$ cat src/rtl/fft_bin_capture_if.sv
// Stream-in / result-out bundle between the FFT, fft_bin_capture and the impedance logic.
// Signal names keep the block's i_/o_ port naming as seen from the capture block.
interface fft_bin_capture_if #(
    parameter int unsigned DW     = 15,
    parameter int unsigned LGSIZE = 8
);
    logic                i_ce;
    logic                i_sync;
    logic [2*DW-1:0]     i_result;
    logic [LGSIZE-1:0]   i_bin;
    logic                o_valid;
    logic                i_ready;
    logic [DW-1:0]       o_re;
    logic [DW-1:0]       o_im;
    logic [LGSIZE-1:0]   o_pk_bin;
    logic [2*DW:0]       o_pk_mag;
    logic                o_drop;
    logic                o_resync;

    modport master (
        output i_ce, i_sync, i_result, i_bin, i_ready,
        input  o_valid, o_re, o_im, o_pk_bin, o_pk_mag, o_drop, o_resync
    );

    modport slave (
        input  i_ce, i_sync, i_result, i_bin, i_ready,
        output o_valid, o_re, o_im, o_pk_bin, o_pk_mag, o_drop, o_resync
    );
endinterface

$ cat src/rtl/fft_bin_capture.sv
// Per-frame FFT bin tracker: captures one selected bin, finds the peak-magnitude bin,
// and presents one result per frame on a valid/ready interface.
module fft_bin_capture #(
    parameter int unsigned DW     = 15,
    parameter int unsigned LGSIZE = 8
) (
    input  logic              i_clk,
    input  logic              i_reset_n,
    fft_bin_capture_if.slave  bus
);
    localparam int unsigned SW = 2*DW;
    localparam int unsigned MW = 2*DW+1;
    localparam logic [LGSIZE-1:0] LAST_BIN = '1;

    typedef enum logic {IDLE = 1'b0, ACQ = 1'b1} state_t;

    state_t                 state;
    logic [LGSIZE-1:0]      cnt;
    logic [LGSIZE-1:0]      sel;
    logic signed [DW-1:0]   cap_re, cap_im;
    logic signed [DW-1:0]   done_re, done_im;

    logic                   start_c, take_c, last_c, hit_c;
    logic [LGSIZE-1:0]      bin_c, sel_c;
    logic signed [DW-1:0]   re_c, im_c;
    logic signed [SW-1:0]   re_w_c, im_w_c;

    // Sample classification: which bin this i_ce sample is, and whether it is captured/last
    always_comb begin
        re_c    = bus.i_result[SW-1:DW];
        im_c    = bus.i_result[DW-1:0];
        re_w_c  = SW'(re_c);
        im_w_c  = SW'(im_c);
        start_c = bus.i_ce && bus.i_sync;
        take_c  = bus.i_ce && (bus.i_sync || (state == ACQ));
        bin_c   = start_c ? '0 : cnt;
        sel_c   = start_c ? bus.i_bin : sel;
        hit_c   = take_c && (bin_c == sel_c);
        last_c  = take_c && !bus.i_sync && (cnt == LAST_BIN);
    end

    // Frame FSM, bin counter and selected-bin capture
    always_ff @(posedge i_clk or negedge i_reset_n) begin
        if (!i_reset_n) begin
            state        <= IDLE;
            cnt          <= '0;
            sel          <= '0;
            cap_re       <= '0;
            cap_im       <= '0;
            done_re      <= '0;
            done_im      <= '0;
            bus.o_resync <= 1'b0;
        end else begin
            bus.o_resync <= 1'b0;
            if (start_c) begin
                bus.o_resync <= (state == ACQ) && (cnt != '0);
                state        <= ACQ;
                cnt          <= LGSIZE'(1);
                sel          <= bus.i_bin;
            end else if (take_c) begin
                if (last_c) begin
                    state <= IDLE;
                    cnt   <= '0;
                end else begin
                    cnt <= cnt + LGSIZE'(1);
                end
            end
            if (hit_c) begin
                cap_re <= re_c;
                cap_im <= im_c;
            end
            // Snapshot the capture at frame end so the next frame can overwrite cap_* freely
            if (last_c) begin
                done_re <= hit_c ? re_c : cap_re;
                done_im <= hit_c ? im_c : cap_im;
            end
        end
    end

    logic                s1_v, s1_first, s1_last;
    logic [LGSIZE-1:0]   s1_bin;
    logic [SW-1:0]       s1_re2, s1_im2;
    logic                s2_v, s2_first, s2_last;
    logic [LGSIZE-1:0]   s2_bin;
    logic [MW-1:0]       s2_mag;
    logic [LGSIZE-1:0]   pk_bin;
    logic [MW-1:0]       pk_mag;
    logic                fin;

    // Magnitude pipeline (free-running) followed by the peak compare/update stage
    always_ff @(posedge i_clk or negedge i_reset_n) begin
        if (!i_reset_n) begin
            s1_v     <= 1'b0;
            s1_first <= 1'b0;
            s1_last  <= 1'b0;
            s1_bin   <= '0;
            s1_re2   <= '0;
            s1_im2   <= '0;
            s2_v     <= 1'b0;
            s2_first <= 1'b0;
            s2_last  <= 1'b0;
            s2_bin   <= '0;
            s2_mag   <= '0;
            pk_bin   <= '0;
            pk_mag   <= '0;
            fin      <= 1'b0;
        end else begin
            s1_v     <= take_c;
            s1_first <= start_c;
            s1_last  <= last_c;
            s1_bin   <= bin_c;
            s1_re2   <= $unsigned(re_w_c * re_w_c);
            s1_im2   <= $unsigned(im_w_c * im_w_c);

            s2_v     <= s1_v;
            s2_first <= s1_v && s1_first;
            s2_last  <= s1_v && s1_last;
            s2_bin   <= s1_bin;
            s2_mag   <= MW'(s1_re2) + MW'(s1_im2);

            // Strict compare keeps the lowest index on ties; bin 0 always reseeds
            if (s2_v && (s2_first || (s2_mag > pk_mag))) begin
                pk_bin <= s2_bin;
                pk_mag <= s2_mag;
            end
            fin <= s2_v && s2_last;
        end
    end

    // Result register with valid/ready handshake and drop-on-backpressure
    always_ff @(posedge i_clk or negedge i_reset_n) begin
        if (!i_reset_n) begin
            bus.o_valid  <= 1'b0;
            bus.o_re     <= '0;
            bus.o_im     <= '0;
            bus.o_pk_bin <= '0;
            bus.o_pk_mag <= '0;
            bus.o_drop   <= 1'b0;
        end else begin
            bus.o_drop <= 1'b0;
            if (fin) begin
                if (!bus.o_valid || bus.i_ready) begin
                    bus.o_valid  <= 1'b1;
                    bus.o_re     <= done_re;
                    bus.o_im     <= done_im;
                    bus.o_pk_bin <= pk_bin;
                    bus.o_pk_mag <= pk_mag;
                end else begin
                    bus.o_drop <= 1'b1;
                end
            end else if (bus.o_valid && bus.i_ready) begin
                bus.o_valid <= 1'b0;
            end
        end
    end
endmodule

$ cat src/flat_wrapper.sv
// flat-port wrapper written by rule: the top's interface ports become plain ports
module fft_bin_capture_flat 
#(
    parameter int unsigned DW     = 15,
    parameter int unsigned LGSIZE = 8
)
  (i_clk, i_reset_n, bus_i_ce, bus_i_sync, bus_i_result, bus_i_bin, bus_i_ready, bus_o_valid, bus_o_re, bus_o_im, bus_o_pk_bin, bus_o_pk_mag, bus_o_drop, bus_o_resync);
  fft_bin_capture_if #(.DW(DW), .LGSIZE(LGSIZE)) bus_i ();
  input  logic i_clk;
  input  logic i_reset_n;
  input wire logic [$bits(bus_i.i_ce)-1:0] bus_i_ce;
  input wire logic [$bits(bus_i.i_sync)-1:0] bus_i_sync;
  input wire logic [$bits(bus_i.i_result)-1:0] bus_i_result;
  input wire logic [$bits(bus_i.i_bin)-1:0] bus_i_bin;
  input wire logic [$bits(bus_i.i_ready)-1:0] bus_i_ready;
  output wire logic [$bits(bus_i.o_valid)-1:0] bus_o_valid;
  output wire logic [$bits(bus_i.o_re)-1:0] bus_o_re;
  output wire logic [$bits(bus_i.o_im)-1:0] bus_o_im;
  output wire logic [$bits(bus_i.o_pk_bin)-1:0] bus_o_pk_bin;
  output wire logic [$bits(bus_i.o_pk_mag)-1:0] bus_o_pk_mag;
  output wire logic [$bits(bus_i.o_drop)-1:0] bus_o_drop;
  output wire logic [$bits(bus_i.o_resync)-1:0] bus_o_resync;
  assign bus_i.i_ce = bus_i_ce;
  assign bus_i.i_sync = bus_i_sync;
  assign bus_i.i_result = bus_i_result;
  assign bus_i.i_bin = bus_i_bin;
  assign bus_i.i_ready = bus_i_ready;
  assign bus_o_valid = bus_i.o_valid;
  assign bus_o_re = bus_i.o_re;
  assign bus_o_im = bus_i.o_im;
  assign bus_o_pk_bin = bus_i.o_pk_bin;
  assign bus_o_pk_mag = bus_i.o_pk_mag;
  assign bus_o_drop = bus_i.o_drop;
  assign bus_o_resync = bus_i.o_resync;
  fft_bin_capture #(.DW(DW), .LGSIZE(LGSIZE)) u_core (.i_clk(i_clk), .i_reset_n(i_reset_n), .bus(bus_i));
endmodule
$ cat config.mk
export PLATFORM = sky130hd
export DESIGN_NAME = fft_bin_capture_flat
export DESIGN_NICKNAME = d
export VERILOG_FILES = /design/src/rtl/fft_bin_capture_if.sv /design/src/rtl/fft_bin_capture.sv /design/src/flat_wrapper.sv
export SDC_FILE = /design/constraint.sdc
export NUM_CORES = 1
export LEC_CHECK = 0
export CAP_MARGIN = 10
export CORE_MARGIN = 1.5
export CORE_UTILIZATION = 25
export DETAILED_ROUTE_END_ITERATION = 12
export HOLD_SLACK_MARGIN = 0.08
export PLACE_DENSITY = 0.49
export SLEW_MARGIN = 5
export SYNTH_ARGS = -nofsm -noshare
export SYNTH_HDL_FRONTEND = slang
export SYNTH_SLANG_ARGS = --single-unit
$ cat constraint.sdc
create_clock -name i_clk -period 3.3 [get_ports i_clk]
set_input_delay 0.825 -clock i_clk [delete_from_list [all_inputs] [get_ports i_clk]]
set_output_delay 0.825 -clock i_clk [all_outputs]
set_load 0.1 [all_outputs]
; ---- Word-level counts from Yosys, hierarchy flattened
; Cells that the tools add are included.
; W data, S select, Z words.
[word_totals]
register_bits = 302
latchBits = 0
mem_bits_rw = 0
mem_bits_ro = 0
inputBits = 43
out_inout_bits = 72
word_cells = 75
n_memories = 0
[classes]
add_sub_neg = 2
mul = 2
div = 0
magnitude_cmp = 1
n_eq_ne = 3
n_shift = 0
mux = 16
n_bitwise = 0
n_reduce_logical = 23
[ops]
columns = operator, count
row1 = $mul A15 B15 Y30, 2
row2 = $mux W8, 5
row3 = $add A30 B30 Y31, 1
row4 = $gt A31 B31 Y1, 1
row5 = $mux W15, 2
row6 = $logic_and A1 B1 Y1, 11
row7 = $mux W1, 9
row8 = $add A8 B1 Y8 const B, 1
row9 = $eq A8 B8 Y1, 1
row10 = $eq A8 B8 Y1 const B, 1
row11 = $reduce_bool A8 Y1, 1
row12 = $reduce_and A2 Y1, 3
row13 = $reduce_bool A2 Y1, 3
row14 = $logic_or A1 B1 Y1, 3
row15 = $logic_not A1 Y1, 2
row16 = $ne A2 B2 Y1 const B, 1

; ---- Depth between registers and ports, before layout
; Gate-level depths: netlist (run 1).
[logic_depth]
word_depth = 7
mapped_depth = 26
mapped_depth_nobuf = 24

; ---- Worst setup path after synthesis (run 1)
; Ideal clock, no wire load.
[synth_timing]
path_kind = in2reg
from = input port bus_i_result[29]
to = register u_core.s1_re2[29]
setup_ns = 0.080
arrival_ns = 6.487
required_ns = 3.220
path_slack_ns = -3.267
path_stages = 19
n_path_buf = 1
cell_sequence = clkbuf_1 and2_1 fa_1 fa_1 fa_1 fa_1 fa_1 inv_1 fa_1 inv_1 ha_1 a21o_1 a21o_1 a221o_1 nor4_1 nor3_1 a211o_1 a21oi_1 xnor2_1
[synth_via]
elab_chain_cells = 1
[synth_lines]
columns = item, line_no
row1 = from (decl), flat_wrapper.sv:13  ; input wire logic [$bits(bus_i.i_result)-1:0] bus_i_result;
row2 = $mul A15 B15 Y30, fft_bin_capture.sv:112  ; s1_re2 <= $unsigned(re_w_c * re_w_c);
row3 = to (signal assigned), fft_bin_capture.sv:112
row4 = to (decl), fft_bin_capture.sv:82  ; logic [SW-1:0] s1_re2, s1_im2;
; Every way passes these cells.
; A chain may end at the register's enable or synchronous reset.

; ---- Worst setup path in the final report (run 1)
[layout_timing]
from = input port bus_i_result[23]
to = register u_core.s1_re2[29]
; The elaborated chain is that of the path after synthesis.

==> results by group, run 1 <==
Run status
  • Outcome: finished with violations
  • Violated checks: negative setup slack

Worst setup path
  • Crit path top cell by count: fa_1
  • Worst-path fanout max: 5
  • Worst R2R Start: u_core.s2_mag[16]
  • Critical path, cell by cell: buf_12 > buf_12 > buf_6 > fa_1 > inv_2 > fa_1 > inv_2 > fa_1 > fa_1 > fa_1 > inv_1 > fa_1 > inv_2 > ha_4 > a21oi_4 > o21ai_2 > and2_4 > a221o_1 > nor4_2 > nor3_2 > a211o_1 > a21oi_2 > xnor2_1
  • CP Launch Point: bus_i_result[23]
  • CP required: 3790 ps
  • Reg-to-reg setup timing slack: 420 ps
  • CP bufs+invs: 7
  • Setup crit end kind: flop
  • R2R cell count: 11
  • Worst EP arrival: 6220 ps
  • Setup CP Type: in -> reg
  • CP startpoint kind: input pin
  • Reg-to-Reg End: u_core.pk_mag[25]
  • Cell family with most CP delay: adder cells
  • CP max stage delay: 560 ps
  • Slowest cell on crit path: fa_1

Floorplan
  • Area of the die: around 120000 um2
  • I/O pin count: 115
  • # rows: 123
  • Core box area: between 100000 and 150000 um2
  • Starting density of the core: 25.3%
  • Die width: 340 um
  • Die Ht: roughly 340 um

Yosys
  • Netlist Area Pre-Place: between 20000 and 30000 um2
  • Number of synthesized register bits: 300
  • Synth top area cells: fa_1, dfrtp_1, ha_1
  • Synthesized instance count: 2870
  • Cell variety after synth: 63
  • Number of synthesized flops with an enable pin: 0
  • Share of the synthesized area in the top cell type: roughly 28%
  • FFs w/ async S/R, synth: 100%
  • Most frequent cell after synthesis: inv_1
  • Ys flop type: dfrtp_1
  • Synth top cells by count: inv_1, fa_1, nand2_1, dfrtp_1, ha_1
  • Synth warn: 0
  • Syn avg cell area: 9.91 um2
  • Synth area leader: fa_1
  • Sequential share of the synthesized area: between 20% and 30%
  • Synthesized net count: 3542

Cells and area
  • Final #Nets: ~4000
  • Antenna cells: 0
  • Layout area overhead: 33.4%
  • Layout cell share with drive strength beyond 1: about 30%
  • Post-Layout Cell Count: just under 5000

Min path
  • Worst min path class: in -> async

Placement
  • Placed wire-length estimate: 56800 um
  • Dpl cells: 4737
  • GPL Wtd Cong: 0.800
  • Port buffer count: around 110
  • Place WS: -3770 ps

Routing
  • Final wirelength: 72300 um
  • DRC Markers: 0
  • Total iterations of the first detailed-routing run: 5
  • Wirelength per Cell: between 10 and 15 um
  • Post-DRT Antenna Nets: 0
  • DR vias: between 20000 and 25000
  • Via density: 4.22
  • Initial DRC Count: 766

Global routing
  • Met3 global-route usage: 1.86%
  • GR Util met2: 21.9%
  • First-pass GRT wire length: ~120000 um
  • Total track usage: 12.9%
  • Total gr overflow: 0
  • Met1 Usage GRT: 17.5%
  • Vias in the first global route: 22200
  • Initial antenna violation count: 1
  • GR peak layer: met2
  • Largest net degree at the start of global routing: 63

STA
  • Setup Viol. Count Final: 48
  • Slew Limit Fails: 0
  • Slew HR: 63.5%
  • RSZ-0062 raised after global routing: true
  • Final hold vios: 0
  • Worst slew pin tran: 548 ps
  • Max Clk Rate: 174 MHz
  • Final worst-path cycle share: 174%
  • Max Clock Skew: 48.7 ps
  • Final Critical Period: ~5700 ps
  • Final setup margin: -2430 ps

Clock network
  • Worst-Skew Late Latency: 590 ps
  • CTS Buffer Depth: 3
  • Root Buffer: clkbuf_16
  • CTS Sinks: 300
  • CTS tree: built
  • Total CTS buffers: 34
  • H-tree levels: 2
  • Clk slew on worst S/H paths: 60 ps

Job
  • Max Cap Violations: 0
==> placed cells by master, fill, tap and decap left out, types with 37 or more instances in the layout <==
cell,count
and2_1,44
fa_1,357
nand2_1,256
and3_1,44
a22oi_1,49
inv_2,66
ha_4,49
buf_6,78
nor2_1,76
mux2_2,63
inv_1,557
xnor2_1,66
o21ai_0,73
ha_1,184
buf_4,384
and2_4,37
dfrtp_1,299
nand3_1,52
==> layer usage <==
metal	vias up	routed length (um)
li1	9940	-
met1	10300	34000
met2	234	34900
met3	57	2540
met4	0	845
met5	-	0
==> worst max path at each step <==
stage	endpoint	slack [ps]	cells after the start
floorplan	u_core.s1_re2[29]	-2820	19
global placement	u_core.s1_re2[29]	-3670	25
detailed placement	u_core.s1_re2[29]	-3770	25
CTS	u_core.s1_im2[26]	-2460	21
global route	u_core.s1_re2[29]	-2570	23
finish	u_core.s1_re2[29]	-2430	23
==> final cells by class <==
class                           instances  area (um2)
Fill cell                           11700       74700
Multi-Input combinational cell       1841       20000
Sequential cell                       300        7510
Timing Repair Buffer                  530        4920
Inverter                              626        2360
Tap cell                             1500        1880
Clock buffer                           40         913
Clock inverter                         22         337
==> per-stage QoR <==
step / instance area [um2] / hold slack [ps] / utilization (%) / TNS [ps]
global route: 37900 / 226 / 33.7 / -92940
finish: 37900 / 212 / 33.7 / -86550
global placement: 34500 / 335 / 30.7 / -152870
detailed placement: 34500 / 335 / 30.7 / -153280
CTS: 37300 / 191 / 33.1 / -88680
floorplan: 29400 / 331 / - / -100440
==> sequential cells by signal, summed over array words and instances (netlist names), 8 cells and up <==
| name | flops |
|---|---|
| u_core.bus.o_re | 15 |
| u_core.s1_bin | 8 |
| u_core.cap_im | 15 |
| u_core.cap_re | 15 |
| u_core.pk_bin | 8 |
| u_core.bus.o_pk_bin | 8 |
| u_core.cnt | 8 |
| u_core.s1_im2 | 29 |
| u_core.s2_bin | 8 |
| u_core.sel | 8 |
| u_core.done_re | 15 |
| u_core.s2_mag | 31 |
| u_core.bus.o_pk_mag | 31 |
| u_core.s1_re2 | 29 |
| u_core.pk_mag | 31 |
| u_core.done_im | 15 |
| u_core.bus.o_im | 15 |
==> worst register-to-register path: cells and delay by family (launching register included) <==
kind / cells / cell delay [ps]
and+or+nand+nor: 1 / 70
adders and majority gates: 1 / 310
AOI/OAI and AO/OA: 8 / 1660
DFF: 1 / 420
buffers and inverters: 1 / 270
==> repair_timing <==
| action | CTS | global route |
|---|---|---|
| setup buffers | 48 | 27 |
| endpoints found under the setup margin | 50 | 49 |
| gates resized for setup | 418 | 180 |
| hold buffers | 0 | 0 |
| cloned | 6 | 0 |
| pin swaps | 171 | 123 |
==> kinds of logic (layout without fill, tap and decap cells) <==
logic type	Yosys count	in the layout	synth area share, %
AND/OR/NAND/NOR	699	699	11.9
flip-flops	300	300	26.4
adder cells (fa/ha/maj)	629	629	38.0
XOR/XNOR	111	111	3.42
buffers and inverters	729	1218	9.65
AO/OA/AOI/OAI	329	329	7.75
multiplexers	73	73	2.88
Power of run 1 is not shown: default switching activity piles up to over one toggle a cycle in this logic, so the estimate is an artifact.
==> inputs of run 2 (changes only) <==
--- a/config.mk
+++ b/config.mk
@@ -11,6 +11,7 @@
 export DETAILED_ROUTE_END_ITERATION = 12
 export HOLD_SLACK_MARGIN = 0.08
 export PLACE_DENSITY = 0.49
+export SETUP_SLACK_MARGIN = 0.1
 export SLEW_MARGIN = 5
 export SYNTH_ARGS = -nofsm -noshare
 export SYNTH_HDL_FRONTEND = slang
==> run 2 against run 1 <==
The run still ends with negative setup slack left. Wire length is 1.4% higher. First-iteration DRC count rose by 7.4%. Final area rose by 1.5%. Final cell count grew 1.4%. Register-to-register slack got worse by 90 ps. Largest cell class unchanged. Highest routed layer is now met5.
==> results by group, run 2 (synthesis results as in run 1) <==
Routing
  • Via density: 4.22
  • Initial DRC Count: 823
  • Final wirelength: 73300 um
  • Total iterations of the first detailed-routing run: 5
  • Post-DRT Antenna Nets: 0
  • DRC Markers: 0
  • DR vias: 20800
  • Wirelength per Cell: 14.9 um

Placement
  • GPL Wtd Cong: 0.802
  • Placed wire-length estimate: 56600 um
  • Dpl cells: roughly 4700
  • Place WS: -3630 ps
  • Port buffer count: 114

Worst setup path
  • Cell family with most CP delay: adder cells
  • Slowest cell on crit path: fa_1
  • Worst EP arrival: 6290 ps
  • Crit path top cell by count: fa_1
  • Setup crit end kind: flop
  • CP max stage delay: 550 ps
  • Worst-path fanout max: 6
  • CP startpoint kind: input pin
  • Worst R2R Start: u_core.pk_mag[16]
  • R2R cell count: 14
  • Reg-to-reg setup timing slack: about 330 ps
  • Setup CP Type: in -> reg
  • CP required: 3740 ps
  • CP bufs+invs: 8
  • Reg-to-Reg End: u_core.pk_mag[29]

Cells and area
  • Biggest regs: u_core.bus.o_pk_mag x31, u_core.pk_mag x31, u_core.s2_mag x31
  • Commonest non-fill, non-tap cell in the layout: inv_1
  • Final Util: 34.2%
  • Layout area overhead: 35.4%
  • Post-Layout Cell Count: ~4900
  • Most frequent cells in the layout: inv_1, buf_4, fa_1
  • Layout cell share with drive strength beyond 1: between 30% and 40%
  • Final #Nets: a little over 4000

STA
  • Worst slew pin tran: 702 ps
  • Final hold vios: 0
  • Slew Limit Fails: 0
  • Slew HR: 53.2%
  • Max Clk Rate: 171 MHz
  • Max Clock Skew: 34.1 ps
  • Final worst-path cycle share: 177%
  • Final setup margin: -2550 ps
  • RSZ-0062 raised after global routing: true
  • Final Critical Period: just under 6000 ps
  • Final setup TNS: -91060 ps
  • Setup Viol. Count Final: 48

Run status
  • Outcome: finished with violations
  • Violated checks: negative setup slack

Min path
  • Worst min path class: in -> async

Global routing
  • Total gr overflow: 0
  • Vias in the first global route: 21900
  • First-pass GRT wire length: 119000 um
  • Largest net degree at the start of global routing: 117
  • Initial antenna violation count: 2
  • Total track usage: 12.8%

Floorplan
  • # rows: ~120
  • Die width: 340 um
  • Core box area: around 110000 um2
  • Die Ht: 340 um
  • Starting density of the core: 25.3%
  • Area of the die: 116000 um2
  • I/O pin count: 115

Clock network
  • Hold-fix buffers at CTS: 0
  • Worst-Skew Late Latency: 570 ps
  • CTS Buffer Depth: 3
  • Root Buffer: clkbuf_16
  • H-tree levels: 2
  • CTS tree: built
  • Total CTS buffers: 35
  • Clk slew on worst S/H paths: 60 ps
  • CTS Sinks: 300

Job
  • Max Cap Violations: 0
run 2: routing by layer:
layer | GRT usage, % | vias to the layer above | wire length [um]
met5 | 0 | - | 13
met4 | 2.22 | 2 | 1020
met3 | 2.02 | 65 | 2960
met2 | 21.5 | 288 | 35000
met1 | 17.6 | 10400 | 34300
li1 | - | 10100 | -
run 2: worst max-delay path by stage:
stage / slack (ps) / to / cells after the start / from
2_1_floorplan: -2820 / u_core.s1_re2[29] / 19 / bus_i_result[29]
3_3_place_gp: -3590 / u_core.s1_re2[29] / 24 / bus_i_result[22]
3_5_place_dp: -3630 / u_core.s1_re2[29] / 24 / bus_i_result[22]
4_1_cts: -2690 / u_core.s1_re2[29] / 23 / bus_i_result[21]
5_1_grt: -2660 / u_core.s1_re2[21] / 25 / bus_i_result[20]
6_report: -2550 / u_core.s1_re2[21] / 25 / bus_i_result[20]
run 2: area by class of cell:
cell class,count,area (um2)
Antenna cell,1,2.50
Clock inverter,21,263
Tap cell,1500,1880
Inverter,626,2360
Fill cell,11600,74100
Sequential cell,300,7510
Timing Repair Buffer,596,5470
Clock buffer,42,942
Multi-Input combinational cell,1841,20100
run 2: timing repair:
item,CTS,global route
resized for setup,441,163
setup endpoints to repair,50,49
gates cloned,3,0
buffers inserted,99,44
pin swaps,228,141
run 2: metrics by stage:
step                      hold WS [ps]  cell area (um2)
final                              153            38500
after global routing               149            38500
after CTS                          127            37800
after detailed placement           335            34700
after global placement             332            34700
after floorplan                    331            29500
run 2: worst register-to-register path, cell delays in order, from the launching register on:
cell	delay, ps
dfrtp_1	370
inv_1	100
ha_1	260
a21o_1	170
a21o_1	170
a21oi_1	150
nor2_1	70
a211oi_1	270
buf_4	180
o221ai_4	150
buf_12	220
buf_12	190
a22oi_1	160
o21ai_0	100
a211o_1	280
Power of run 2 is left out for the same reason.
